`config.mk`:
```
export PLATFORM = sky130hd
export DESIGN_NAME = arb_grant_mux
export DESIGN_NICKNAME = d
export VERILOG_FILES = /design/src/rtl/arb_pkg.sv /design/src/rtl/arb_grant_mux_onehot_to_index.sv /design/src/rtl/arb_grant_mux.sv
export SDC_FILE = /design/constraint.sdc
export NUM_CORES = 1
export LEC_CHECK = 0
export ABC_CLOCK_PERIOD_IN_PS = 2850
export CAP_MARGIN = 20
export CELL_PAD_IN_SITES_DETAIL_PLACEMENT = 1
export CELL_PAD_IN_SITES_GLOBAL_PLACEMENT = 2
export CORE_ASPECT_RATIO = 0.7
export CORE_UTILIZATION = 16
export CTS_CLUSTER_DIAMETER = 60
export DETAILED_ROUTE_END_ITERATION = 12
export GPL_TIMING_DRIVEN = 1
export HOLD_SLACK_MARGIN = 0.1
export PLACE_DENSITY_LB_ADDON = 0.1
export SYNTH_ARGS = -nofsm -noshare
export SYNTH_HDL_FRONTEND = slang
export SYNTH_HIERARCHICAL = 1
export SYNTH_SLANG_ARGS = --single-unit
export TNS_END_PERCENT = 50
```
`constraint.sdc`:
```
create_clock -name clk -period 2.85 [get_ports clk]
set_input_delay 0.57 -clock clk [delete_from_list [all_inputs] [get_ports clk]]
set_output_delay 0.57 -clock clk [all_outputs]
set_load 0.005 [all_outputs]
```
`src/rtl/arb_pkg.sv`:
```
// Shared types and helpers for the grant mux that sits downstream of the round-robin arbiter.
package arb_pkg;

  // Ownership state of the output channel: free for arbitration, or held by one packet.
  typedef enum logic {
    ST_IDLE,
    ST_LOCKED
  } lock_state_e;

  // Widest request vector the one-hot checker accepts; narrower vectors are zero-extended.
  localparam int MaxRequests = 64;

  function automatic int idx_width(input int n);
    return $clog2(n);
  endfunction

  // Zero-extension keeps one-hotness, so callers pass a cast of their own narrower vector.
  function automatic logic is_onehot(input logic [MaxRequests-1:0] vec);
    return (vec != '0) && ((vec & (vec - MaxRequests'(1))) == '0);
  endfunction

endpackage

```
`src/rtl/arb_grant_mux_onehot_to_index.sv`:
```
// Converts a grant vector into a binary requester index; the lowest set bit wins.
module onehot_to_index
  import arb_pkg::*;
#(
  parameter int NumRequests = 8,
  localparam int IdxWidth = idx_width(NumRequests)
) (
  input  logic [NumRequests-1:0] onehot,
  output logic [IdxWidth-1:0]    index,
  output logic                   valid
);

  // Scan from the top down so the lowest set bit is the last one written.
  always_comb begin
    index = '0;
    valid = 1'b0;
    for (int i = NumRequests - 1; i >= 0; i--) begin
      if (onehot[i]) begin
        index = IdxWidth'(i);
        valid = 1'b1;
      end
    end
  end

endmodule

```
`src/rtl/arb_grant_mux.sv`:
```
// Shares one registered output channel between N valid/ready requesters using an external
// round-robin arbiter, holds ownership for multi-beat packets and flags bad grants.
module arb_grant_mux
  import arb_pkg::*;
#(
  parameter int NumRequests = 8,
  parameter int DataWidth = 32,
  localparam int IdxWidth = idx_width(NumRequests)
) (
  input  logic                                  clk,
  input  logic                                  rstN,
  input  logic [NumRequests-1:0]                in_valid,
  output logic [NumRequests-1:0]                in_ready,
  input  logic [NumRequests-1:0][DataWidth-1:0] in_data,
  input  logic [NumRequests-1:0]                in_last,
  output logic [NumRequests-1:0]                arb_req,
  input  logic [NumRequests-1:0]                arb_grant,
  output logic                                  out_valid,
  input  logic                                  out_ready,
  output logic [DataWidth-1:0]                  out_data,
  output logic                                  out_last,
  output logic [IdxWidth-1:0]                   out_index,
  output logic                                  err
);

  lock_state_e          state_q, state_d;
  logic [IdxWidth-1:0]  lock_idx_q, lock_idx_d;
  logic                 out_valid_q, out_valid_d;
  logic [DataWidth-1:0] out_data_q, out_data_d;
  logic                 out_last_q, out_last_d;
  logic [IdxWidth-1:0]  out_index_q, out_index_d;
  logic                 err_q, err_d;

  logic                   accept;
  logic                   grant_bad;
  logic                   grant_valid;
  logic                   xfer;
  logic [IdxWidth-1:0]    grant_idx;
  logic [IdxWidth-1:0]    sel_idx;
  logic [NumRequests-1:0] lock_onehot;

  // The slice can take a beat when empty or being drained this cycle.
  assign accept = !out_valid_q || out_ready;

  // Requests are withheld while locked or stalled so the arbiter's rotation does not advance.
  assign arb_req = (state_q == ST_IDLE && accept) ? in_valid : '0;

  assign lock_onehot = NumRequests'(1) << lock_idx_q;

  onehot_to_index #(
    .NumRequests(NumRequests)
  ) u_grant_idx (
    .onehot(arb_grant),
    .index (grant_idx),
    .valid (grant_valid)
  );

  // Grant checking, ready generation, payload mux and next-state for lock and output slice.
  always_comb begin
    in_ready    = '0;
    sel_idx     = lock_idx_q;
    xfer        = 1'b0;
    state_d     = state_q;
    lock_idx_d  = lock_idx_q;
    out_valid_d = out_valid_q;
    out_data_d  = out_data_q;
    out_last_d  = out_last_q;
    out_index_d = out_index_q;
    err_d       = err_q;

    grant_bad = ((arb_grant != '0) || (arb_req != '0)) &&
                !(is_onehot(MaxRequests'(arb_grant)) && ((arb_grant & ~arb_req) == '0));

    if (state_q == ST_IDLE) begin
      sel_idx = grant_idx;
      if (accept && !grant_bad && grant_valid) begin
        in_ready = arb_grant;
      end
    end else if (accept) begin
      in_ready = lock_onehot;
    end

    xfer = |(in_valid & in_ready);

    if (grant_bad) begin
      err_d = 1'b1;
    end

    if (xfer) begin
      out_valid_d = 1'b1;
      out_data_d  = in_data[sel_idx];
      out_last_d  = in_last[sel_idx];
      out_index_d = sel_idx;
      if (state_q == ST_IDLE && !in_last[sel_idx]) begin
        state_d    = ST_LOCKED;
        lock_idx_d = sel_idx;
      end else if (state_q == ST_LOCKED && in_last[sel_idx]) begin
        state_d = ST_IDLE;
      end
    end else if (out_ready) begin
      out_valid_d = 1'b0;
    end
  end

  // Packet ownership register.
  always_ff @(posedge clk or negedge rstN) begin
    if (!rstN) begin
      state_q    <= ST_IDLE;
      lock_idx_q <= '0;
    end else begin
      state_q    <= state_d;
      lock_idx_q <= lock_idx_d;
    end
  end

  // Registered output slice.
  always_ff @(posedge clk or negedge rstN) begin
    if (!rstN) begin
      out_valid_q <= 1'b0;
      out_data_q  <= '0;
      out_last_q  <= 1'b0;
      out_index_q <= '0;
    end else begin
      out_valid_q <= out_valid_d;
      out_data_q  <= out_data_d;
      out_last_q  <= out_last_d;
      out_index_q <= out_index_d;
    end
  end

  // Sticky protocol error flag.
  always_ff @(posedge clk or negedge rstN) begin
    if (!rstN) begin
      err_q <= 1'b0;
    end else begin
      err_q <= err_d;
    end
  end

  assign out_valid = out_valid_q;
  assign out_data  = out_data_q;
  assign out_last  = out_last_q;
  assign out_index = out_index_q;
  assign err       = err_q;

endmodule
```
Yosys cells after proc, flatten, opt, wreduce, memory -nomap -nowiden --
Index checks and enable logic that the tools add are counted.
Word-level totals: logic and storage cells 67, bits of input ports 283, register bits after elaboration 42
Operators by class: add/subtract/negate cells 1, mux-type cells 29, shift-type cells 1, bitwise operators 5, reductions and logical operators 23, magnitude comparators 1
Operators with widths (count):
- binary-select mux 32 bit (select 3 bit) | 1
- AND 8 x 64 -> 64 bit | 1
- zero test 64 bit | 1
- 2-to-1 mux 32 bit | 1
- 2-to-1 mux 8 bit | 4
- 2-to-1 mux 3 bit | 9
- AND 8 bit | 2
- nonzero test 8 bit | 2
- 2-to-1 mux 1 bit | 13
- subtractor 8 x 1 -> 9 bit (second input constant) | 1
- logical AND 1 bit | 8
- zero test 8 bit | 1
- NOT 8 bit | 1
- OR reduction 8 bit | 1
- << shifter 1 x 3 -> 8 bit (first input constant) | 1
- zero test 1 bit | 4
- less-than comparator 3 x 4 -> 1 bit (second input constant) | 1
- AND reduction 2 bit | 2
- nonzero test 2 bit | 2
- binary-select mux 1 bit (select 3 bit) | 1
- logical OR 1 bit | 2
- NOT 1 bit | 1

Depth between registers and ports, before layout --
Gate-level depths: netlist of run 1.
word-level depth 18, gate-level depth with buffers 11, mapped depth without buffers 10

By module --
Netlist of run 1, hierarchy kept.
By module, submodules not included:
- arb_grant_mux | instances 1, area an instance 4042.6 sq um, sequential area each 1051.0 sq um, cells each 351
- onehot_to_index | instances 1, area an instance 80.1 sq um, sequential area each 0.0 sq um, cells each 13

Least setup slack after synthesis of run 1 --
No wires, ideal clock.
kind input to register, from input arb_grant[5], to register lock_idx_q[1], path buffers 1, data required time 2.727 ns, stages on the path 11, slack -0.186 ns, arrival time 2.914 ns, cell sequence nor2_1 -> o21ai_0 -> a211oi_1 -> mux2_2 -> buf_2 -> mux4_2 -> mux2i_1 -> ha_1 -> inv_1 -> or3b_1 -> o221a_2
Between the ends: elaborated cells on any way between the ends 36, classes of those cells add/sub (1); mux (17); bitwise (3); reduce/logical (15)
RTL lines:
- start: declaration | line arb_grant_mux.sv:17 | input logic [NumRequests-1:0] arb_grant,
- 2-to-1 mux 3 bit * (6 in a row) | line arb_grant_mux_onehot_to_index.sv:18 | if (onehot[i]) begin
- via grant_idx[1] | line arb_grant_mux.sv:38 | logic [IdxWidth-1:0] grant_idx;
- 2-to-1 mux 3 bit * | line arb_grant_mux.sv:74 | if (state_q == ST_IDLE) begin
- binary-select mux 1 bit (select 3 bit) | line arb_grant_mux.sv:94 | if (state_q == ST_IDLE && !in_last[sel_idx]) begin
- 2-to-1 mux 1 bit (not written as such) | line arb_grant_mux.sv:94
- zero test 1 bit | line arb_grant_mux.sv:94
- logical AND 1 bit | line arb_grant_mux.sv:94
- AND reduction 2 bit (no line)
- end signal: assignment | line arb_grant_mux.sv:112 | lock_idx_q <= lock_idx_d;
- end: declaration | line arb_grant_mux.sv:27 | logic [IdxWidth-1:0] lock_idx_q, lock_idx_d;
Mark *: on every way through the listed nets, which the timed path passes. The rest lies on a longest branch. The select of a mux whose other input is x is not followed. A chain may end at the register's enable or synchronous reset.

Worst setup path in the final report of run 1 --
from input arb_grant[4], to output in_ready[5]
Between the ends: word-level cells in the longest chain between the ends 12, elaborated cells on any way between the ends 21, classes of those cells add/sub (1); mux (7); bitwise (2); reduce/logical (11)
Ends and longest elaborated chain:
- subtractor 8 x 1 -> 9 bit | line arb_pkg.sv:19 | return (vec != '0) && ((vec & (vec - MaxRequests'(1))) == '0);
- AND 8 x 64 -> 64 bit | line arb_pkg.sv:19
- zero test 64 bit | line arb_pkg.sv:19
- logical AND 1 bit | line arb_pkg.sv:19
- logical AND 1 bit | line arb_grant_mux.sv:72 | !(is_onehot(MaxRequests'(arb_grant)) && ((arb_grant & ~arb_req) == '0));
- zero test 1 bit | line arb_grant_mux.sv:72
- logical AND 1 bit | line arb_grant_mux.sv:71 | grant_bad = ((arb_grant != '0) || (arb_req != '0)) &&
- zero test 1 bit | line arb_grant_mux.sv:76 | if (accept && !grant_bad && grant_valid) begin
- logical AND 1 bit | line arb_grant_mux.sv:76
- logical AND 1 bit * | line arb_grant_mux.sv:76
- 2-to-1 mux 8 bit * | line arb_grant_mux.sv:76
- 2-to-1 mux 8 bit * | line arb_grant_mux.sv:74
- end: declaration | line arb_grant_mux.sv:13 | output logic [NumRequests-1:0] in_ready,
Every way passes the cells marked *; elsewhere a longest branch is shown, timed or not.

==> results of run 1 <==
-- flip-flops by register name, summed over array words and instances (netlist names) --
signal	flops
err	1
lock_idx_q	3
out_data	32
out_index	3
out_last	1
out_valid	1
state_q	1
-- cell families (layout without fill, tap and decap cells) --
group | count (synthesis) | after routing | share of synthesized area (%)
xor gates and xnor gates | 1 | 1 | 0.212
muxes | 107 | 107 | 46.2
DFF | 42 | 42 | 25.5
AOI/OAI and AO/OA | 76 | 76 | 12.1
adders and majority gates | 1 | 1 | 0.303
and+or+nand+nor | 96 | 96 | 11.7
buffers and inverters | 41 | 436 | 3.98
-- per-stage QoR --
step	total power, mW	util [%]
final	6.10	35.2
after CTS	6.18	34.9
after detailed placement	5.49	33.6
after floorplan	3.27	-
after global placement	5.41	33.6
after global routing	6.61	35.2
-- metal layers --
| metal | global-route usage [%] | up-vias | wire length, µm |
|---|---|---|---|
| met5 | 0 | - | 0 |
| li1 | - | 2244 | - |
| met2 | 27.6 | 182 | 11000 |
| met1 | 22.0 | 2355 | 9860 |
| met4 | 2.16 | 0 | 163 |
| met3 | 3.50 | 8 | 1280 |
-- worst register-to-register path, cell delays in order (launching register included) --
cell	delay [ps]
sky130_fd_sc_hd__dfrtp_1	520
sky130_fd_sc_hd__buf_4	180
sky130_fd_sc_hd__inv_1	50
sky130_fd_sc_hd__buf_4	130
sky130_fd_sc_hd__buf_4	160
sky130_fd_sc_hd__nor3_2	290
sky130_fd_sc_hd__a311o_1	210
sky130_fd_sc_hd__a22o_1	240
sky130_fd_sc_hd__buf_4	180
sky130_fd_sc_hd__a31o_4	100
sky130_fd_sc_hd__or3b_1	340
sky130_fd_sc_hd__o221a_2	120
-- cell usage in the layout (no fill, tap or decap), types with 4 or more instances in the layout --
| cell type | count |
|---|---|
| sky130_fd_sc_hd__buf_12 | 5 |
| sky130_fd_sc_hd__buf_2 | 11 |
| sky130_fd_sc_hd__mux2i_1 | 36 |
| sky130_fd_sc_hd__o21ai_0 | 33 |
| sky130_fd_sc_hd__nor2_1 | 11 |
| sky130_fd_sc_hd__buf_6 | 12 |
| sky130_fd_sc_hd__a22o_1 | 7 |
| sky130_fd_sc_hd__dfrtp_1 | 42 |
| sky130_fd_sc_hd__mux4_2 | 66 |
| sky130_fd_sc_hd__clkbuf_16 | 5 |
| sky130_fd_sc_hd__clkdlybuf4s50_1 | 314 |
| sky130_fd_sc_hd__nand2_1 | 42 |
| sky130_fd_sc_hd__nand2b_1 | 5 |
| sky130_fd_sc_hd__inv_1 | 8 |
| sky130_fd_sc_hd__nor4_1 | 4 |
| sky130_fd_sc_hd__nand3_1 | 6 |
| sky130_fd_sc_hd__o21ai_1 | 5 |
| sky130_fd_sc_hd__buf_4 | 67 |
| sky130_fd_sc_hd__nor2b_1 | 4 |
| sky130_fd_sc_hd__dlymetal6s2s_1 | 5 |
-- final cells by class --
| class | count | area [µm²] | share of cell area [%] |
|---|---|---|---|
| well taps | 325 | 407 | 4.62 |
| flip-flops and latches | 42 | 1050 | 11.9 |
| inverters | 9 | 33.8 | 0.384 |
| clock buffers | 6 | 139 | 1.58 |
| repair buffers | 419 | 4040 | 45.9 |
| multi-input cells | 281 | 3120 | 35.5 |
| clock inverters | 2 | 12.5 | 0.142 |
-- final timing paths --
check	start	endpoint	slack, ps	cells past startpoint
max reg2reg	state_q	lock_idx_q[1]	240	11
min	rstN	out_data[4]	370	2
min in group clk	out_data[9]	out_data[9]	480	2
min reg2reg	out_data[9]	out_data[9]	480	2
max	arb_grant[4]	in_ready[5]	-430	11
max in group asynchronous	rstN	out_data[28]	2070	2
-- report_power, final --
group	internal, mW	switching [mW]	total (mW)
Combinational	2.48	1.91	4.39
Clock	0.348	0.256	0.604
Sequential	0.902	0.207	1.11
Total	3.73	2.37	6.10
-- repair_timing --
item | in CTS | in global routing
buffers inserted | 9 | 8
pin swaps | 15 | 18
endpoints found under the setup margin | 55 | 48
resized for setup | 86 | 32
hold buffers | 0 | 0
==> results_tabular.tex, run 1 <==
\begin{tabular}{lr}
\hline
Metric & Value \\
\hline
\multicolumn{2}{l}{\textbf{STA}} \\
Final max-slew violation count & 0 \\
Hold slack & 366 ps \\
Final count of hold timing violations & 0 \\
Relative slew slack & 60.1\% \\
Least-Margin Pin Slew & 598 ps \\
Time the worst path needs with I/O delays and setup & 3280 ps \\
Unrepaired setup endpoints after global routing & yes \\
Fin crit share & 115\% \\
Worst clock skew & 3.71 ps \\
Final-layout setup total negative slack & -2500 ps \\
Final setup fails & 8 \\
Least setup slack across all paths after layout & -428 ps \\
Max Clock Freq & 305 MHz \\
\multicolumn{2}{l}{\textbf{Floorplanning}} \\
Core Area & 0.0250 mm² \\
Die X & 194 µm \\
Overall die height & 136 µm \\
Row count & 48 \\
Starting density of the core & 16.5\% \\
Ports placed on the boundary & 337 \\
Die Area & 0.0264 mm² \\
\multicolumn{2}{l}{\textbf{Critical path}} \\
Critical path class & input port to output port \\
Critical Path Most Common Cell & sky130\_fd\_sc\_hd\_\_buf\_6 \\
Worst Setup Start Kind & input port \\
Crit-path slowest cell & sky130\_fd\_sc\_hd\_\_or4\_4 \\
Arrival @ worst endpoint & 2710 ps \\
CP required & 2280 ps \\
Cell breakdown of the critical path & buf\_6, or4\_4, or4\_4, a21oi\_4, nor2b\_4, a21oi\_2, nor2b\_4, buf\_6, buf\_6, a22o\_1, buf\_2 \\
Largest driver fanout on the critical path & 4 \\
Crit. End Element & output port \\
Delay contributed by the slowest stage of the critical path & 570 ps \\
Cell family contributing the most delay on the critical path & simple AND/OR/NAND/NOR gates \\
Buffers \& Inverters on Critical Path & 4 \\
\multicolumn{2}{l}{\textbf{GRT}} \\
Number of global-route vias before repair & 5243 \\
Global-route wire length before repair & 32.7 mm \\
Leftover overflow at the end of global routing & 0 \\
Initial antenna violation count & 1 \\
GRT Total Usage & 16.4\% \\
Pin count of the biggest net entering global routing & 43 \\
\multicolumn{2}{l}{\textbf{Drt}} \\
Avg Vias per Cell & 4.42 \\
Iteration-0 DRC count of the detailed router & 130 \\
Initial DRT Pass Iterations & 4 \\
Via count & 4789 \\
Total length of routed wires & 22.3 mm \\
Average wire per standard cell & 20.6 µm \\
Final antenna-violating net count & 0 \\
Post-route DRC & 0 \\
\multicolumn{2}{l}{\textbf{Clocking}} \\
Clock tree from TritonCTS & done \\
H-tree depth & 2 \\
Clock transition at the register clock pins on the worst setup and hold paths after CTS & 70 ps \\
Num CTS Buffers & 5 \\
Total number of clock tree sinks & 42 \\
Latest clock arrival within the worst-skew pair & 290 ps \\
Buffers from clock root to sink, at most & 2 \\
CTS root buffer & sky130\_fd\_sc\_hd\_\_clkbuf\_16 \\
\multicolumn{2}{l}{\textbf{Run status}} \\
Violated checks & negative setup slack \\
Status & finished with violations \\
\multicolumn{2}{l}{\textbf{Place}} \\
Final estimated routing congestion in global placement & 0.858 \\
Post-DP Area & 0.00839 mm² \\
Setup Slack @ Placement & -1170 ps \\
Number of port buffers & 336 \\
Placed cells & 1063 \\
Post-DP HPWL & 18.7 mm \\
\multicolumn{2}{l}{\textbf{Synth}} \\
Synthesized net count & 648 \\
Total of flip-flops plus latches after synthesis & 42 \\
Cell type contributing the most total cell area after synthesis & sky130\_fd\_sc\_hd\_\_mux4\_2 \\
Post-synth EDFFs & 0 \\
Synthesis Warnings & 6 \\
Area contributors post-synth & sky130\_fd\_sc\_hd\_\_mux4\_2 36\%, sky130\_fd\_sc\_hd\_\_dfrtp\_1 25\%, sky130\_fd\_sc\_hd\_\_mux2i\_1 9.2\% \\
Synth unique cells & 49 \\
Top flip-flop cell by instance count after synthesis & sky130\_fd\_sc\_hd\_\_dfrtp\_1 \\
Yosys top cell area share & 36.1\% \\
Area of the mapped netlist & 0.00412 mm² \\
Number of standard cells after synthesis & 364 \\
Syn Area/Cell & 11.3 µm² \\
Ranking of synthesized cells by instance count & 66 x sky130\_fd\_sc\_hd\_\_mux4\_2, 42 x sky130\_fd\_sc\_hd\_\_dfrtp\_1, 42 x sky130\_fd\_sc\_hd\_\_nand2\_1, 41 x sky130\_fd\_sc\_hd\_\_o21ai\_0, 38 x sky130\_fd\_sc\_hd\_\_mux2i\_1 \\
Sequential-to-total area share from yosys stat & 25.5\% \\
Most frequent cell after synthesis & sky130\_fd\_sc\_hd\_\_mux4\_2 \\
FFs w/ async S/R, synth & 100\% \\
\multicolumn{2}{l}{\textbf{Layout}} \\
Post-route cell area & 0.00880 mm² \\
Count of placed standard cells in the final layout, fillers left out & 1084 \\
Ratio of cells with drive above 1 in the final layout & 28.2\% \\
Diode insertion count for antenna repair & 0 \\
Final \#Nets & 1042 \\
Relative area change from synthesis to final layout & 113\% \\
Fill cells & 2778 \\
\multicolumn{2}{l}{\textbf{Run}} \\
Number of maximum-capacitance constraint violations & 0 \\
\multicolumn{2}{l}{\textbf{Pwr}} \\
IR Drop Worst-Case VDD & 0.338 mV \\
Leakage component of the power & 3.58 nW \\
Pwr/cell area & 693 mW/mm² \\
\multicolumn{2}{l}{\textbf{Hold path}} \\
Worst hold path class & input port to asynchronous set/reset pin \\
\hline
\end{tabular}
(Power assumes the default switching activity.)
==> run 2: changes to the inputs <==
Settings changed: CORE_MARGIN from default to 1.5, RECOVER_POWER from default to 100.
==> results_tabular.tex, run 2 (same netlist as run 1, synthesis figures left out) <==
\begin{tabular}{lr}
\hline
Metric & Value \\
\hline
\multicolumn{2}{l}{\textbf{Run status}} \\
Status & finished with violations \\
Violated checks & max-capacitance violations, max-slew violations, negative setup slack \\
\multicolumn{2}{l}{\textbf{Layout}} \\
Relative area change from synthesis to final layout & 115\% \\
Fill cells & 2745 (-1.2\%) \\
Flip-flop count of the largest register after layout & 32 (unchanged) \\
Most common cell after layout, fill and taps aside & sky130\_fd\_sc\_hd\_\_clkdlybuf4s50\_1 \\
Ratio of cells with drive above 1 in the final layout & 27.5\% (-0.73 points) \\
Post-route cell area & 0.00886 mm² (+0.73\%) \\
Final \#Nets & 1044 (+0.19\%) \\
Final core utilization & 35.5\% (+0.26 points) \\
Top library cells by usage in the layout, fill and taps aside & 277 x sky130\_fd\_sc\_hd\_\_clkdlybuf4s50\_1, 66 x sky130\_fd\_sc\_hd\_\_mux4\_2, 65 x sky130\_fd\_sc\_hd\_\_buf\_4 \\
Total area of multi-input combinational cells & 0.00306 mm² (-1.9\%) \\
Area used by sequential logic in the layout & 0.00105 mm² (unchanged) \\
Diode insertion count for antenna repair & 0 (unchanged) \\
\multicolumn{2}{l}{\textbf{Critical path}} \\
Buffers \& Inverters on Critical Path & 3 (-1) \\
Critical path class & input port to output port \\
Delay contributed by the slowest stage of the critical path & 570 ps (about the same) \\
Crit-path slowest cell & sky130\_fd\_sc\_hd\_\_or4\_4 \\
Cell breakdown of the critical path & buf\_6, or4\_4, a21boi\_1, o21a\_1, nor4\_4, a21oi\_2, nor2b\_4, buf\_4, a32o\_1, clkdlybuf4s15\_2 \\
Largest driver fanout on the critical path & 4 (unchanged) \\
Cell family contributing the most delay on the critical path & simple AND/OR/NAND/NOR gates \\
Arrival @ worst endpoint & 2700 ps (about the same) \\
CP required & 2280 ps (about the same) \\
Crit. End Element & output port \\
Worst Setup Start Kind & input port \\
\multicolumn{2}{l}{\textbf{Drt}} \\
Avg Vias per Cell & 4.48 (+1.4\%) \\
Post-route DRC & 0 (unchanged) \\
Via count & 4865 (+1.6\%) \\
Initial DRT Pass Iterations & 4 (unchanged) \\
Total length of routed wires & 22.6 mm (+1.4\%) \\
Iteration-0 DRC count of the detailed router & 168 (+29\%) \\
Average wire per standard cell & 20.8 µm (+1.2\%) \\
Final antenna-violating net count & 0 (unchanged) \\
\multicolumn{2}{l}{\textbf{STA}} \\
Final count of hold timing violations & 0 (unchanged) \\
Time the worst path needs with I/O delays and setup & 3270 ps (-6.03 ps) \\
Unrepaired setup endpoints after global routing & yes \\
Final max-slew violation count & 37 (+37) \\
Worst clock skew & 7.89 ps (+4.18 ps) \\
Least setup slack across all paths after layout & -422 ps (+6.03 ps) \\
Max Clock Freq & 306 MHz (+0.18\%) \\
Fin crit share & 115\% (-0.21 points) \\
Relative slew slack & -19.4\% (-80 points) \\
Least-Margin Pin Slew & 1790 ps (+1190 ps) \\
Final setup fails & 8 (unchanged) \\
\multicolumn{2}{l}{\textbf{Floorplanning}} \\
Ports placed on the boundary & 337 (unchanged) \\
Die Area & 0.0268 mm² (+1.3\%) \\
Overall die height & 137 µm (+0.73\%) \\
Row count & 48 (unchanged) \\
Core Area & 0.0250 mm² (unchanged) \\
Starting density of the core & 16.5\% (unchanged) \\
Die X & 195 µm (+0.52\%) \\
\multicolumn{2}{l}{\textbf{GRT}} \\
GRT Total Usage & 16.3\% (-0.029 points) \\
Leftover overflow at the end of global routing & 0 (unchanged) \\
Initial antenna violation count & 0 (-1) \\
Global-route wire length before repair & 32.9 mm (+0.80\%) \\
Pin count of the biggest net entering global routing & 61 (+42\%) \\
Number of global-route vias before repair & 5507 (+5.0\%) \\
\multicolumn{2}{l}{\textbf{Hold path}} \\
Worst hold path class & input port to asynchronous set/reset pin \\
\multicolumn{2}{l}{\textbf{Clocking}} \\
Latest clock arrival within the worst-skew pair & 290 ps (about the same) \\
Clock tree from TritonCTS & done \\
CTS root buffer & sky130\_fd\_sc\_hd\_\_clkbuf\_16 \\
Total of hold buffers inserted after clock tree synthesis & 0 (unchanged) \\
Num CTS Buffers & 5 (unchanged) \\
Buffers from clock root to sink, at most & 2 (unchanged) \\
Total number of clock tree sinks & 42 (unchanged) \\
H-tree depth & 2 (unchanged) \\
Clock transition at the register clock pins on the worst setup and hold paths after CTS & 60 ps (about the same) \\
\multicolumn{2}{l}{\textbf{Pwr}} \\
Total power & 6.35 mW (+4.1\%) \\
Leakage component of the power & 3.66 nW (+2.3\%) \\
Pwr/cell area & 717 mW/mm² (+3.3\%) \\
IR Drop Worst-Case VDD & 0.324 mV (-4.2\%) \\
\multicolumn{2}{l}{\textbf{Place}} \\
Number of port buffers & 336 (unchanged) \\
Final estimated routing congestion in global placement & 0.810 (-5.7\%) \\
Post-DP Area & 0.00842 mm² (+0.36\%) \\
Post-DP HPWL & 18.7 mm (-0.15\%) \\
\multicolumn{2}{l}{\textbf{Run}} \\
Number of maximum-capacitance constraint violations & 1 (+1) \\
\hline
\end{tabular}
run 2: final cells by class:
class | count | area share (%)
timing repair buffer | 421 | 46.8
multi-input combinational | 281 | 34.5
sequential | 42 | 11.9
tap | 325 | 4.59
clock buffer | 5 | 1.41
clock inverter | 3 | 0.452
inverter | 9 | 0.381
run 2: timing repair:
item                       4_1_cts  5_1_grt
resized for setup              100       21
gates cloned                     4        0
pin swaps                       18       15
setup endpoints to repair       44       48
buffers inserted                12        2
run 2: worst paths after layout:
check	startpoint	slack, ps	end	depth (start not counted)
worst max-delay path	arb_grant[4]	-420	in_ready[6]	10
worst max register to register	state_q	90	lock_idx_q[1]	10
worst min register to register	out_data[28]	470	out_data[28]	2
min in group clk	out_data[28]	470	out_data[28]	2
worst min-delay path	rstN	170	out_data[8]	1
max in group asynchronous	rstN	570	out_data[20]	2
run 2: per-layer routing:
metal | up-vias | routed length, µm | global-route usage [%]
li1 | 2248 | - | -
met1 | 2424 | 9530 | 20.6
met2 | 181 | 11400 | 29.1
met3 | 12 | 1510 | 3.99
met4 | 0 | 178 | 2.15
met5 | - | 0 | 0
run 2: metrics by stage:
step                hold WS, ps  setup TNS [ps]  cells  worst slack [ps]
floorplan                   274            -239    364             -40.0
global placement            464          -24410   1062             -1050
detailed placement          471          -27250   1062             -1190
CTS                         481           -3430   1086              -492
global route                181           -3420   1086              -507
finish                      168           -2640   1086              -422
run 2: report_power, final:
part | switching [mW] | total (mW) | internal (mW) | leakage, nW
Clock | 0.249 | 0.660 | 0.411 | 0.0836
Combinational | 2.00 | 4.59 | 2.59 | 3.06
Sequential | 0.202 | 1.10 | 0.902 | 0.512
==> run 3: changes to the inputs <==
Settings changed: SLEW_MARGIN from default to 10.
==> results_tabular.tex, run 3 (same netlist as run 1, synthesis figures left out) <==
\begin{tabular}{lr}
\hline
Metric & Value \\
\hline
\multicolumn{2}{l}{\textbf{Pwr}} \\
Clock network fraction of total power & 10.4\% (about the same) \\
Pwr/cell area & 717 mW/mm² (about the same) \\
Switching fraction of total power & 38.6\% (about the same) \\
Part of the power in combinational logic & 72.2\% (about the same) \\
IR Drop Worst-Case VDD & 0.324 mV (+0.10\%) \\
Leakage component of the power & 3.65 nW (-0.32\%) \\
Internal Power & 3.90 mW (about the same) \\
Part of the total power dissipated in sequential elements & 17.4\% (about the same) \\
Power dissipated by switching net loads & 2.45 mW (about the same) \\
\multicolumn{2}{l}{\textbf{Clocking}} \\
Clock transition at the register clock pins on the worst setup and hold paths after CTS & 60 ps (about the same) \\
Total number of clock tree sinks & 42 (unchanged) \\
Num CTS Buffers & 5 (unchanged) \\
Latest clock arrival within the worst-skew pair & 290 ps (about the same) \\
Clock tree from TritonCTS & done \\
H-tree depth & 2 (unchanged) \\
Buffers from clock root to sink, at most & 2 (unchanged) \\
CTS root buffer & sky130\_fd\_sc\_hd\_\_clkbuf\_16 \\
Total of hold buffers inserted after clock tree synthesis & 0 (unchanged) \\
\multicolumn{2}{l}{\textbf{Layout}} \\
Most common cell after layout, fill and taps aside & sky130\_fd\_sc\_hd\_\_clkdlybuf4s50\_1 \\
Fill cells & 2748 (+0.11\%) \\
Final \#Nets & 1044 (unchanged) \\
Top library cells by usage in the layout, fill and taps aside & 277 x sky130\_fd\_sc\_hd\_\_clkdlybuf4s50\_1, 66 x sky130\_fd\_sc\_hd\_\_mux4\_2, 65 x sky130\_fd\_sc\_hd\_\_buf\_4 \\
Count of placed standard cells in the final layout, fillers left out & 1086 (unchanged) \\
Post-route cell area & 0.00885 mm² (about the same) \\
Diode insertion count for antenna repair & 0 (unchanged) \\
Relative area change from synthesis to final layout & 115\% (about the same) \\
Ratio of cells with drive above 1 in the final layout & 27.5\% (unchanged) \\
Total area of multi-input combinational cells & 0.00306 mm² (unchanged) \\
Final core utilization & 35.4\% (about the same) \\
Flip-flop count of the largest register after layout & 32 (unchanged) \\
Area used by sequential logic in the layout & 0.00105 mm² (unchanged) \\
\multicolumn{2}{l}{\textbf{Critical path}} \\
Crit-path slowest cell & sky130\_fd\_sc\_hd\_\_or4\_4 \\
R2r startpoint & state\_q \\
Delay contributed by the slowest stage of the critical path & 570 ps (about the same) \\
Critical path class & input port to output port \\
Cell family contributing the most delay on the critical path & simple AND/OR/NAND/NOR gates \\
Buffers \& Inverters on Critical Path & 3 (unchanged) \\
Largest driver fanout on the critical path & 4 (unchanged) \\
Worst Setup Start Kind & input port \\
Cell breakdown of the critical path & buf\_6, or4\_4, a21boi\_1, o21a\_1, nor4\_4, a21oi\_2, nor2b\_4, buf\_4, a32o\_1, clkdlybuf4s15\_2 \\
Arrival @ worst endpoint & 2710 ps (about the same) \\
Crit. End Element & output port \\
CP required & 2280 ps (about the same) \\
Setup crit start & arb\_grant[4] \\
\multicolumn{2}{l}{\textbf{GRT}} \\
Pin count of the biggest net entering global routing & 61 (unchanged) \\
Number of global-route vias before repair & 5507 (unchanged) \\
GRT Total Usage & 16.3\% (unchanged) \\
Leftover overflow at the end of global routing & 0 (unchanged) \\
Initial antenna violation count & 0 (unchanged) \\
Global-route wire length before repair & 32.9 mm (unchanged) \\
\multicolumn{2}{l}{\textbf{Run}} \\
Number of maximum-capacitance constraint violations & 1 (unchanged) \\
\multicolumn{2}{l}{\textbf{STA}} \\
Hold slack & 353 ps (+184 ps) \\
Final count of hold timing violations & 0 (unchanged) \\
Least setup slack across all paths after layout & -425 ps (-3.14 ps) \\
Fin crit share & 115\% (about the same) \\
Max Clock Freq & 305 MHz (about the same) \\
Time the worst path needs with I/O delays and setup & 3280 ps (+3.14 ps) \\
Worst clock skew & 8.04 ps (+0.149 ps) \\
Final-layout setup total negative slack & -2670 ps (-35.8 ps) \\
Least-Margin Pin Slew & 1650 ps (-140 ps) \\
Final setup fails & 8 (unchanged) \\
Relative slew slack & -10.1\% (+9.3 points) \\
Unrepaired setup endpoints after global routing & yes \\
Final max-slew violation count & 29 (-22\%) \\
\multicolumn{2}{l}{\textbf{Floorplanning}} \\
Overall die height & 137 µm (unchanged) \\
Starting density of the core & 16.5\% (unchanged) \\
Die Area & 0.0268 mm² (unchanged) \\
Row count & 48 (unchanged) \\
Die X & 195 µm (unchanged) \\
Ports placed on the boundary & 337 (unchanged) \\
Core Area & 0.0250 mm² (unchanged) \\
\multicolumn{2}{l}{\textbf{Hold path}} \\
Worst hold path class & input port to asynchronous set/reset pin \\
\multicolumn{2}{l}{\textbf{Place}} \\
Final estimated routing congestion in global placement & 0.810 (unchanged) \\
Post-DP HPWL & 18.7 mm (unchanged) \\
Number of port buffers & 336 (unchanged) \\
Post-DP Area & 0.00842 mm² (unchanged) \\
Placed cells & 1062 (unchanged) \\
\multicolumn{2}{l}{\textbf{Drt}} \\
Total length of routed wires & 22.6 mm (about the same) \\
Post-route DRC & 0 (unchanged) \\
Final antenna-violating net count & 0 (unchanged) \\
Iteration-0 DRC count of the detailed router & 160 (-4.8\%) \\
Initial DRT Pass Iterations & 4 (unchanged) \\
Avg Vias per Cell & 4.48 (about the same) \\
Average wire per standard cell & 20.8 µm (about the same) \\
Via count & 4866 (+0.021\%) \\
\multicolumn{2}{l}{\textbf{Run status}} \\
Violated checks & max-capacitance violations, max-slew violations, negative setup slack \\
Status & finished with violations \\
\hline
\end{tabular}
-- run 3: worst paths after layout --
check,end,slack (ps),cells past startpoint
max,in_ready[6],-430,10
min,out_data[8],350,1
max reg2reg,lock_idx_q[1],80,10
min reg2reg,out_data[28],470,2
max in group asynchronous,out_data[20],490,2
min in group clk,out_data[28],470,2
-- run 3: through the flow --
| step | power [mW] | worst slack, ps |
|---|---|---|
| after CTS | 6.57 | -492 |
| after floorplan | 3.27 | -40.0 |
| after detailed placement | 5.53 | -1190 |
| final | 6.35 | -425 |
| after global routing | 6.86 | -507 |
| after global placement | 5.48 | -1050 |
-- run 3: what timing repair did --
action                     4_1_cts  5_1_grt
pin swaps                       18       15
gates resized for setup        100       21
setup endpoints to repair       44       48
cloned                           4        0
setup buffers                   12        2
hold endpoints to repair         0        0
-- run 3: routing by layer --
metal / global-route usage (%) / part of all wire (%) / up-vias
met2: 29.1 / 50 / 182
met3: 3.99 / 6.4 / 13
li1: - / - / 2249
met4: 2.15 / 0.86 / 0
met1: 20.6 / 42 / 2422
met5: 0 / 0 / -
-- run 3: layout make-up --
| type | instances | share of cell area (%) |
|---|---|---|
| Tap cell | 325 | 4.59 |
| Clock buffer | 5 | 1.41 |
| Timing Repair Buffer | 421 | 46.7 |
| Clock inverter | 3 | 0.452 |
| Inverter | 9 | 0.382 |
| Multi-Input combinational cell | 281 | 34.6 |
| Sequential cell | 42 | 11.9 |
-- run 3: power groups by stage --
stage / Combinational [mW] / Sequential (mW) / Clock [mW]
floorplan: 2.19 / 1.08 / 0
global placement: 4.37 / 1.11 / 0
detailed placement: 4.41 / 1.13 / 0
CTS: 4.76 / 1.12 / 0.685
global route: 4.99 / 1.15 / 0.714
finish: 4.59 / 1.11 / 0.660
